===== src/rtl/segway_pkg.sv =====
// Shared battery-monitor types and default thresholds for the segway top level.
package segway_pkg;

   typedef enum logic [1:0] {
      PRIME = 2'd0,
      OK    = 2'd1,
      LOW   = 2'd2,
      CRIT  = 2'd3
   } batt_state_t;

   localparam logic [11:0] BATT_LOW_THRES  = 12'h800;
   localparam logic [11:0] BATT_LOW_CLR    = 12'h840;
   localparam logic [11:0] BATT_CRIT_THRES = 12'h700;

endpackage


===== src/rtl/batt_avg.sv =====
// Block averager: sums 2^FILT_SHIFT battery conversions and publishes the truncated mean.
module batt_avg #(
   parameter int unsigned FILT_SHIFT = 3
) (
   input  logic        clk,
   input  logic        rst_n,
   input  logic        batt_vld,
   input  logic [11:0] batt,
   output logic [11:0] new_avg,
   output logic        avg_done,
   output logic [11:0] batt_avg,
   output logic        avg_vld
);

   localparam int unsigned ACC_W = 12 + FILT_SHIFT;
   // A 1-bit counter pinned at zero stands in for the zero-width case (FILT_SHIFT = 0).
   localparam int unsigned CNT_W = (FILT_SHIFT == 0) ? 1 : FILT_SHIFT;
   localparam logic [CNT_W-1:0] CNT_LAST = CNT_W'((1 << FILT_SHIFT) - 1);

   logic [ACC_W-1:0] acc_q, acc_d, sum;
   logic [CNT_W-1:0] smp_cnt_q, smp_cnt_d;
   logic [11:0]      batt_avg_q, batt_avg_d;
   logic             avg_vld_q, avg_vld_d;

   assign sum      = acc_q + ACC_W'(batt);
   assign new_avg  = 12'(sum >> FILT_SHIFT);
   assign avg_done = batt_vld && (smp_cnt_q == CNT_LAST);

   always_comb begin
      acc_d      = acc_q;
      smp_cnt_d  = smp_cnt_q;
      batt_avg_d = batt_avg_q;
      avg_vld_d  = 1'b0;
      if (avg_done) begin
         acc_d      = '0;
         smp_cnt_d  = '0;
         batt_avg_d = new_avg;
         avg_vld_d  = 1'b1;
      end else if (batt_vld) begin
         acc_d     = sum;
         smp_cnt_d = smp_cnt_q + 1'b1;
      end
   end

   always_ff @(posedge clk or negedge rst_n) begin
      if (!rst_n) begin
         acc_q      <= '0;
         smp_cnt_q  <= '0;
         batt_avg_q <= '0;
         avg_vld_q  <= 1'b0;
      end else begin
         acc_q      <= acc_d;
         smp_cnt_q  <= smp_cnt_d;
         batt_avg_q <= batt_avg_d;
         avg_vld_q  <= avg_vld_d;
      end
   end

   assign batt_avg = batt_avg_q;
   assign avg_vld  = avg_vld_q;

endmodule


===== src/rtl/batt_mon.sv =====
// Battery monitor: averaged reading classified into low/critical levels.
// Define BATT_HYST_EN to make LOW -> OK require the average to reach LOW_CLR.
module batt_mon
   import segway_pkg::*;
#(
   parameter int unsigned FILT_SHIFT = 3,
   parameter logic [11:0] LOW_THRES  = BATT_LOW_THRES,
   parameter logic [11:0] LOW_CLR    = BATT_LOW_CLR,
   parameter logic [11:0] CRIT_THRES = BATT_CRIT_THRES,
   parameter int unsigned CRIT_CNT   = 4
) (
   input  logic        clk,
   input  logic        rst_n,
   input  logic        batt_vld,
   input  logic [11:0] batt,
   output logic [11:0] batt_avg,
   output logic        avg_vld,
   output logic        batt_low,
   output logic        batt_crit
);

`ifdef BATT_HYST_EN
   localparam bit HYST = 1'b1;
`else
   localparam bit HYST = 1'b0;
`endif
   localparam logic [11:0] CLR_LVL  = HYST ? LOW_CLR : LOW_THRES;
   localparam logic [3:0]  CRIT_LIM = 4'(CRIT_CNT);

   logic [11:0] new_avg;
   logic        avg_done;
   logic        below_crit;
   logic [3:0]  crit_cnt_q, crit_cnt_d, crit_inc;
   batt_state_t state_q, state_d;

   batt_avg #(
      .FILT_SHIFT(FILT_SHIFT)
   ) u_avg (
      .clk      (clk),
      .rst_n    (rst_n),
      .batt_vld (batt_vld),
      .batt     (batt),
      .new_avg  (new_avg),
      .avg_done (avg_done),
      .batt_avg (batt_avg),
      .avg_vld  (avg_vld)
   );

   assign below_crit = (new_avg < CRIT_THRES);
   assign crit_inc   = (crit_cnt_q >= CRIT_LIM) ? crit_cnt_q : crit_cnt_q + 4'd1;

   always_comb begin
      state_d    = state_q;
      crit_cnt_d = crit_cnt_q;
      if (avg_done && (state_q != CRIT)) begin
         crit_cnt_d = below_crit ? crit_inc : '0;
         if (below_crit && (crit_inc == CRIT_LIM)) begin
            state_d = CRIT;
         end else begin
            case (state_q)
               PRIME:   state_d = (new_avg >= LOW_THRES) ? OK : LOW;
               OK:      if (new_avg < LOW_THRES) state_d = LOW;
               LOW:     if (new_avg >= CLR_LVL)  state_d = OK;
               default: state_d = state_q;
            endcase
         end
      end
   end

   always_ff @(posedge clk or negedge rst_n) begin
      if (!rst_n) begin
         state_q    <= PRIME;
         crit_cnt_q <= '0;
      end else begin
         state_q    <= state_d;
         crit_cnt_q <= crit_cnt_d;
      end
   end

   assign batt_low  = (state_q == LOW) || (state_q == CRIT);
   assign batt_crit = (state_q == CRIT);

endmodule


===== config.mk =====
export PLATFORM = sky130hd
export DESIGN_NAME = batt_mon
export DESIGN_NICKNAME = d
export VERILOG_FILES = /design/src/rtl/segway_pkg.sv /design/src/rtl/batt_avg.sv /design/src/rtl/batt_mon.sv
export SDC_FILE = /design/constraint.sdc
export NUM_CORES = 1
export LEC_CHECK = 0
export ABC_AREA = 1
export BUFFER_PORTS_ARGS = -buffer_cell sky130_fd_sc_hd__buf_2
export CELL_PAD_IN_SITES_DETAIL_PLACEMENT = 1
export CELL_PAD_IN_SITES_GLOBAL_PLACEMENT = 1
export CORE_ASPECT_RATIO = 1.75
export CORE_MARGIN = 5
export CORE_UTILIZATION = 46
export DETAILED_ROUTE_END_ITERATION = 16
export PLACE_DENSITY = 0.93
export SLEW_MARGIN = 5
export SYNTH_ARGS = -nofsm -noshare
export SYNTH_HDL_FRONTEND = slang
export SYNTH_SLANG_ARGS = --single-unit

===== constraint.sdc =====
create_clock -name clk -period 6.3 [get_ports clk]
set_clock_uncertainty 0.2 [all_clocks]
set_input_delay 1.575 -clock clk [delete_from_list [all_inputs] [get_ports clk]]
set_output_delay 1.575 -clock clk [all_outputs]
set_load 0.02 [all_outputs]

==> results of run 1 <==
report_power, final:
| group | switching [W] | total (W) | internal (W) |
|---|---|---|---|
| sequential | 0.0000616 | 0.000400 | 0.000339 |
| clock | 0.0000792 | 0.000166 | 0.0000868 |
| combinational | 0.000484 | 0.000748 | 0.000264 |
| total | 0.000625 | 0.00131 | 0.000690 |
per-layer routing:
| metal | track usage [%] | vias up | share of wire [%] |
|---|---|---|---|
| met5 | 0 | - | 0 |
| li1 | - | 1020 | - |
| met4 | 9.66 | 0 | 4.1 |
| met3 | 2.92 | 21 | 2.5 |
| met2 | 35.3 | 33 | 56 |
| met1 | 19.8 | 1016 | 37 |
state kept, by name (all words and copies together) (netlist names):
| signal | count |
|---|---|
| u_avg.acc_q | 15 |
| u_avg.avg_vld | 1 |
| state_q | 2 |
| u_avg.smp_cnt_q | 3 |
| crit_cnt_q | 4 |
| u_avg.batt_avg | 12 |
cells in the mapped netlist (2+ instances only):
library cell  number  area share [%]
nand2_1           90              14
dfrtp_1           37              39
inv_1             35             5.6
o21ai_0           21             4.5
ha_1              19              10
nor2_1            14             2.2
nand3_1           10             2.1
inv_2              9             1.4
nand2_2            8             2.1
o21ai_1            8             1.7
a21oi_1            7             1.5
xor2_1             6             2.2
a31oi_1            4             1.1
clkbuf_1           4            0.64
o22ai_1            4             1.1
xnor2_1            4             1.5
a22o_1             2            0.75
clkinv_1           2            0.32
nand2_4            2            0.96
nand3_4            2             1.5
nand3b_1           2            0.64
nand4_1            2            0.53
nor3_1             2            0.43
worst max-delay path by stage:
stage | start | end | slack [ns] | depth (start not counted)
5_1_grt | batt[0] | state_q[0]$_DFFE_PN0P_ | 2.59 | 18
3_3_place_gp | batt[0] | state_q[0]$_DFFE_PN0P_ | 2.67 | 18
4_1_cts | batt[0] | state_q[0]$_DFFE_PN0P_ | 2.84 | 18
2_1_floorplan | batt[0] | state_q[0]$_DFFE_PN0P_ | 2.89 | 17
3_5_place_dp | batt[0] | state_q[1]$_DFFE_PN0P_ | 2.56 | 18
6_report | batt[0] | state_q[0]$_DFFE_PN0P_ | 2.83 | 18
area by class of cell:
type / count / area, sq um
fill: 639 / 2350
multi-input combinational: 214 / 1230
sequential: 37 / 926
inverter: 46 / 173
timing repair buffer: 29 / 145
clock buffer: 7 / 86.3
tap: 54 / 67.6
kinds of logic (layout without fill, tap and decap cells):
kind of cell | Yosys count | in the layout | synth area share (%)
AOI/OAI and AO/OA | 48 | 48 | 11.3
adders and majority gates | 20 | 20 | 11.0
DFF | 37 | 37 | 39.4
xor gates and xnor gates | 10 | 10 | 3.73
buffers and inverters | 51 | 82 | 8.21
and+or+nand+nor | 136 | 136 | 26.3
worst max-delay path: stages:
cell	delay, ns
buf_2	0.08
ha_1	0.16
inv_1	0.06
fa_1	0.41
inv_1	0.07
nand3_1	0.07
nand2_2	0.13
nand2_1	0.08
nand2_2	0.08
nand2_1	0.09
nand2_1	0.09
nand2_2	0.08
nand3b_1	0.11
nand2_1	0.10
clkinv_1	0.07
nand2_1	0.05
nand3_1	0.08
nand2_1	0.05
metrics by stage:
| step | util (%) | setup WS, ns |
|---|---|---|
| 2_1_floorplan | - | 2.89 |
| 3_3_place_gp | 51.0 | 2.67 |
| 3_5_place_dp | 51.0 | 2.56 |
| 4_1_cts | 52.8 | 2.84 |
| 5_1_grt | 52.8 | 2.59 |
| 6_report | 52.8 | 2.83 |
==> results.ini, run 1 <==
[run_status]
status=finished, final reports clean

[timing]
finalSetupViolations=0
hold_viol_final=0
fin_crit_sh_pct=55.1
fin_crit_ns=3.47
slew_violations=0
tns_ns=0
fin_hold_ws_ns=0.282
timing.fmax_mhz=288
worst_pin_slew_ns=0.892
rsz0062_at_grt=false
relSlewSlack_pct=40.4

[finish]
drive_above_1_share_pct=18.3
final_cell_mix=nand2_1 (90), dfrtp_1 (37), inv_1 (35)
area_delta_synth_final_pct=11.9
final_nets=368
diodes=0
layout_commonest_cell=nand2_1
finish.instance_area_sq_um=2630
final_cell_count_no_fill=387

[detailed_routing]
drc=0
antenna_left=0
wl_mm=5.75
wl_per_cell_microns=14.9
vias=2090
drt_iter0_drc=67
vias_per_cell=5.40
first_pass_iters=4

[critical_path]
reg2reg_depth=17
critPathRequiredTime_ns=6.28
endpoint_kind=register
crit_path_start_kind=primary input
worstSetupPathType=primary input to register
worstPathArrival_ns=3.45
worst_r2r_startpoint=u_avg.acc_q[0]$_DFFE_PN0P_
rrSetupSlack_ns=3.84
cp_max_fo=4
timing.rr.end=state_q[0]$_DFFE_PN0P_

[placed_design]
numPortBuffers=29
dp_hpwl_mm=4.54
numPlacedInstances=380
dpl-instance-area_sq_um=2540
gp_congestion=0.821

[clock_network]
cts_tree=done
clockBufferDepth=2
postCtsHoldBufs=0
postCtsSetupBuffers=0
cts_root_buf=clkbuf_8
cts_buffers=5
cts-resized-gates=0
htreeDepth=2
cts_sinks=37
insertion_delay_ns=0.28
cts.clk_slew.worst_paths_ns=0.07

[synth]
syn_nets=337
yosysSeqAreaShare_pct=39.4
syn_inst=302
async_flop_share_pct=100
synth_edf_count=0
yosysWarningCount=0
avgSynthCellArea_sq_um=7.77
synth_cell_type_count=31
ys_seq_elements=37
synthFlopType=dfrtp_1
synthesis.area_sq_um=2350

[floorplan]
dieWidth_microns=64
die_y_microns=104
die-area_sq_um=6690
ioPinCount=30
num_rows=34
core_area_sq_um=4980
start_util_pct=47.2

[grt]
grt_pass1_vias=2374
gr-total-overflow=0
grt_pass1_wl_mm=10.4
grt.total_usage_pct=19.1
antenna_found_initial=0
grt_max_degree=38

[power]
power.density_nw_per_um2=500
finalPower_w=0.00131
p_leak_nw=1.45
ir_worst_vdd_mv=0.286

[worst_hold_path]
whs_path_depth=2
min_to=u_avg.batt_avg[3]$_DFFE_PN0P_
hp-start=u_avg.batt_avg[3]$_DFFE_PN0P_
worstHoldPathType=register to register

[run]
cap_viol_max_count=0

Power figures use the tool's default switching activity.
==> run 2, diff against run 1 <==
CORE_UTILIZATION = 43   (was 46)
PLACE_DENSITY = 0.88   (was 0.93)
clock period = 3.5 ns   (was 6.3 ns; I/O delays follow)
==> run 2 against run 1 <==
  * Sequential share of layout area down 0.96 points
  * Critical path depth unchanged
  * Cell count up 5.9%
  * Die area up 6.1%
  * First-iteration DRC count down 28%
  * Power up 89%
  * Largest power group unchanged
==> results.ini, run 2 (synthesized netlist as in run 1, its figures left out) <==
[detailed_routing]
wl_mm=5.99
vias=2059
first_pass_iters=4
antenna_left=0
drt_iter0_drc=48
drc=0
vias_per_cell=5.02
wl_per_cell_microns=14.6

[clock_network]
cts.clk_slew.worst_paths_ns=0.08
cts_root_buf=clkbuf_8
insertion_delay_ns=0.29
clockBufferDepth=2
cts_tree=done
postCtsSetupBuffers=0
cts_sinks=37
postCtsHoldBufs=0
cts_buffers=5
htreeDepth=2
cts-resized-gates=0

[grt]
grt_max_degree=38
grt.total_usage_pct=18.9
grt_pass1_vias=2303
antenna_found_initial=0
gr-total-overflow=0
grt_pass1_wl_mm=10.4

[timing]
hold_viol_final=0
fin_crit_ns=2.75
slew_violations=0
relSlewSlack_pct=44.1
timing.fmax_mhz=364
fin_crit_sh_pct=78.5
worst_pin_slew_ns=0.838
tns_ns=0
finalSetupViolations=0
rsz0062_at_grt=false
fin_hold_ws_ns=0.283

[finish]
layout_commonest_cell=nand2_1
final_nets=370
largest_register=u_avg.acc_q
diodes=0
area_delta_synth_final_pct=15.0
final_cell_mix=nand2_1 (90), dfrtp_1 (37), inv_1 (35)
drive_above_1_share_pct=19.3
largest_reg_flops=15

[critical_path]
worstPathArrival_ns=2.73
endpoint_kind=register
worstSetupPathType=primary input to register
cp_max_fo=5
critPathRequiredTime_ns=3.48
crit_path_start_kind=primary input

[power]
power.density_nw_per_um2=919
power_frac_comb_pct=54.8
switching_power_w=0.00115
p_leak_nw=1.47
switching_share_pct=46.5
power_frac_seq_pct=29.2
p_int_w=0.00133
p_clk_share_pct=16.0
ir_worst_vdd_mv=0.376

[placed_design]
dp_hpwl_mm=4.65
gp_congestion=0.842
numPortBuffers=29

[floorplan]
ioPinCount=30
num_rows=35
core_area_sq_um=5300
die-area_sq_um=7090
die_y_microns=108
dieWidth_microns=65.9
start_util_pct=44.3

[run]
cap_viol_max_count=0

[worst_hold_path]
worstHoldPathType=register to register

[run_status]
status=finished, final reports clean

run 2: routing by layer:
metal / GRT usage (%) / share of wire (%) / vias up
met4: 6.97 / 2.7 / 0
met5: 0 / 0 / -
met2: 37.7 / 58 / 29
met1: 18.8 / 37 / 995
met3: 2.61 / 2.0 / 12
li1: - / - / 1023
run 2: worst paths after layout:
path	start	to	slack (ns)	depth (start not counted)
max in group asynchronous	rst_n	u_avg.batt_avg[9]$_DFFE_PN0P_	2.09	1
max reg2reg	u_avg.acc_q[0]$_DFFE_PN0P_	state_q[0]$_DFFE_PN0P_	1.05	17
min	u_avg.batt_avg[2]$_DFFE_PN0P_	u_avg.batt_avg[2]$_DFFE_PN0P_	0.28	2
min in group asynchronous	rst_n	u_avg.batt_avg[1]$_DFFE_PN0P_	0.48	1
min reg2reg	u_avg.batt_avg[2]$_DFFE_PN0P_	u_avg.batt_avg[2]$_DFFE_PN0P_	0.28	2
max	batt[0]	state_q[0]$_DFFE_PN0P_	0.75	18
run 2: power by group through the flow:
stage                     logic (W)  registers [W]  clock network (W)
after detailed placement    0.00135       0.000733                  0
after global placement      0.00130       0.000718                  0
after floorplan            0.000935       0.000781                  0
final                       0.00136       0.000724           0.000397
after global routing        0.00154       0.000748           0.000423
after CTS                   0.00138       0.000726           0.000403
run 2: area by class of cell:
type / count / area (sq um)
fill: 690 / 2600
multi-input combinational: 214 / 1230
sequential: 37 / 926
inverter: 46 / 173
timing repair buffer: 31 / 160
tap: 74 / 92.6
clock buffer: 6 / 82.6
clock inverter: 2 / 37.5
run 2: critical path: stages:
cell and delay [ns]:
buf_2 0.08, ha_1 0.15, inv_1 0.05, fa_1 0.40
inv_1 0.08, nand3_1 0.09, nand2_2 0.13, nand2_1 0.07
nand2_2 0.09, nand2_1 0.09, nand2_1 0.08, nand2_2 0.08
nand2_4 0.11, nand3_4 0.10, nand2_4 0.09, nand2_2 0.05
nand2_1 0.05, nand2_1 0.05
run 2: through the flow:
stage          setup WS, ns  instances  cell area [sq um]  power, W  utilization (%)
2_1_floorplan         0.786        302               2350   0.00172                -
3_3_place_gp          0.562        402               2580   0.00202             48.7
3_5_place_dp          0.476        402               2580   0.00209             48.7
4_1_cts               0.746        410               2700   0.00251             51.0
5_1_grt               0.575        410               2700   0.00271             51.0
6_report              0.752        410               2700   0.00248             51.0
==> run 3, diff against run 2 <==
clock period = 2.8 ns   (was 3.5 ns; I/O delays follow)
==> run 3 against run 2 <==
  * Global-route usage up 0.87 points
  * Combinational power up 27%
  * Sequential share of layout area up 0.14 points
  * Clock power down 4%
  * Sequential cell count unchanged
  * First-iteration DRC count up 42%
==> results.ini, run 3 (synthesized netlist as in run 1, its figures left out) <==
[run_status]
status=finished, final reports clean

[finish]
fin_util_pct=50.7
drive_above_1_share_pct=19.5
finish.instance_area_sq_um=2690
largest_register=u_avg.acc_q
num-fill-cells=700
largest_reg_flops=15
area_delta_synth_final_pct=14.6
final_cell_mix=nand2_1 (90), dfrtp_1 (37), inv_1 (35)
final_nets=373
layout_commonest_cell=nand2_1
diodes=0
ff_latch_area_sq_um=926
multi_input_area_sq_um=1230

[clock_network]
insertion_delay_ns=0.29
cts.clk_slew.worst_paths_ns=0.08
clockBufferDepth=2
postCtsSetupBuffers=0
cts-resized-gates=0
cts_tree=done
cts_sinks=37
cts_buffers=5
htreeDepth=2
cts_root_buf=clkbuf_8
postCtsHoldBufs=0

[critical_path]
path_common_cell=nand2_1
rrSetupSlack_ns=0.40
cpPeakStageDelay_ns=0.40
worstSetupPathType=primary input to register
crit_slowest_cell=fa_1
cp_max_fo=5
crit_path_start_kind=primary input
endpoint_kind=register
worstPathArrival_ns=2.51
critPathRequiredTime_ns=2.78
crit_chain=buf_2, ha_1, inv_1, fa_1, inv_1, nand3_1, nand2_2, nand2_1, nand2_2, nand2_1, nand2_1, nand2_2, nand2_4, nand3_4, nand2_4, nand2_2, nand2_1, nand2_1

[grt]
grt.total_usage_pct=19.8
grt_pass1_vias=2401
grt_pass1_wl_mm=10.8
antenna_found_initial=0
grt_max_degree=38
gr-total-overflow=0

[timing]
fin_crit_sh_pct=90.2
fin_crit_ns=2.53
timing.fmax_mhz=396
worst_pin_slew_ns=0.860
rsz0062_at_grt=false
relSlewSlack_pct=42.7
finalSetupViolations=0
hold_viol_final=0
slew_violations=0

[run]
cap_viol_max_count=0

[power]
ir_worst_vdd_mv=0.474
finalPower_w=0.00303
power.density_nw_per_um2=1130
p_leak_nw=1.47

[worst_hold_path]
worstHoldPathType=register to register

[detailed_routing]
drc=0
wl_mm=6.20
first_pass_iters=4
drt_iter0_drc=68
antenna_left=0
vias=2078
vias_per_cell=5.04
wl_per_cell_microns=15.0

[placed_design]
dpl-instance-area_sq_um=2600
numPortBuffers=29
dp_hpwl_mm=4.68
gp_congestion=0.867

[floorplan]
die_y_microns=108
start_util_pct=44.3
die-area_sq_um=7090
core_area_sq_um=5300
ioPinCount=30
num_rows=35
dieWidth_microns=65.9

## run 3: changes by cell type in the layout (fill, tap and decap cells not counted)
cell        change
buf_4           +3
bufinv_16       -1
clkbuf_1        +1
clkinvlp_4      -1
## run 3: critical path: cells and delay by family
family	cells	cell delay [ns]
buffers and inverters	3	0.22
adder cells (fa/ha/maj)	2	0.55
AND/OR/NAND/NOR	13	1.04
## run 3: final timing paths
path                                                     from                        endpoint  cells after the start
worst max-delay path                                  batt[0]          state_q[0]$_DFFE_PN0P_                     18
worst min-delay path            u_avg.batt_avg[7]$_DFFE_PN0P_   u_avg.batt_avg[7]$_DFFE_PN0P_                      2
worst max register to register     u_avg.acc_q[0]$_DFFE_PN0P_          state_q[0]$_DFFE_PN0P_                     17
worst min register to register  u_avg.batt_avg[7]$_DFFE_PN0P_   u_avg.batt_avg[7]$_DFFE_PN0P_                      2
max in group asynchronous                               rst_n  u_avg.batt_avg[10]$_DFFE_PN0P_                      1
min in group asynchronous                               rst_n  u_avg.smp_cnt_q[2]$_DFFE_PN0P_                      1
## run 3: cell type report
cell class	count	share of cell area (%)
Tap cell	74	3.44
Inverter	46	6.42
Multi-Input combinational cell	214	45.7
Clock buffer	7	3.21
Sequential cell	37	34.4
Timing Repair Buffer	34	6.79
## run 3: stage by stage
step | hold WS, ns | cells | setup WS (ns) | setup TNS, ns
after floorplan | 0.204 | 302 | 0.261 | 0
after global placement | 0.257 | 405 | 0.0570 | 0
after detailed placement | 0.267 | 405 | -0.0578 | -0.115
after CTS | 0.287 | 412 | 0.246 | 0
after global routing | 0.317 | 412 | 0.0402 | 0
final | 0.282 | 412 | 0.275 | 0
## run 3: power breakdown
part	internal (W)	switching, W	total [W]
combinational	0.000628	0.00111	0.00173
sequential	0.000762	0.000147	0.000909
clock	0.000195	0.000188	0.000383
## run 3: per-layer routing
layer,vias up,part of all wire [%],track usage [%]
met4,0,2.2,8.01
met1,1010,37,19.6
met5,-,0,0
met2,32,58,39.1
li1,1026,-,-
met3,10,2.5,2.82
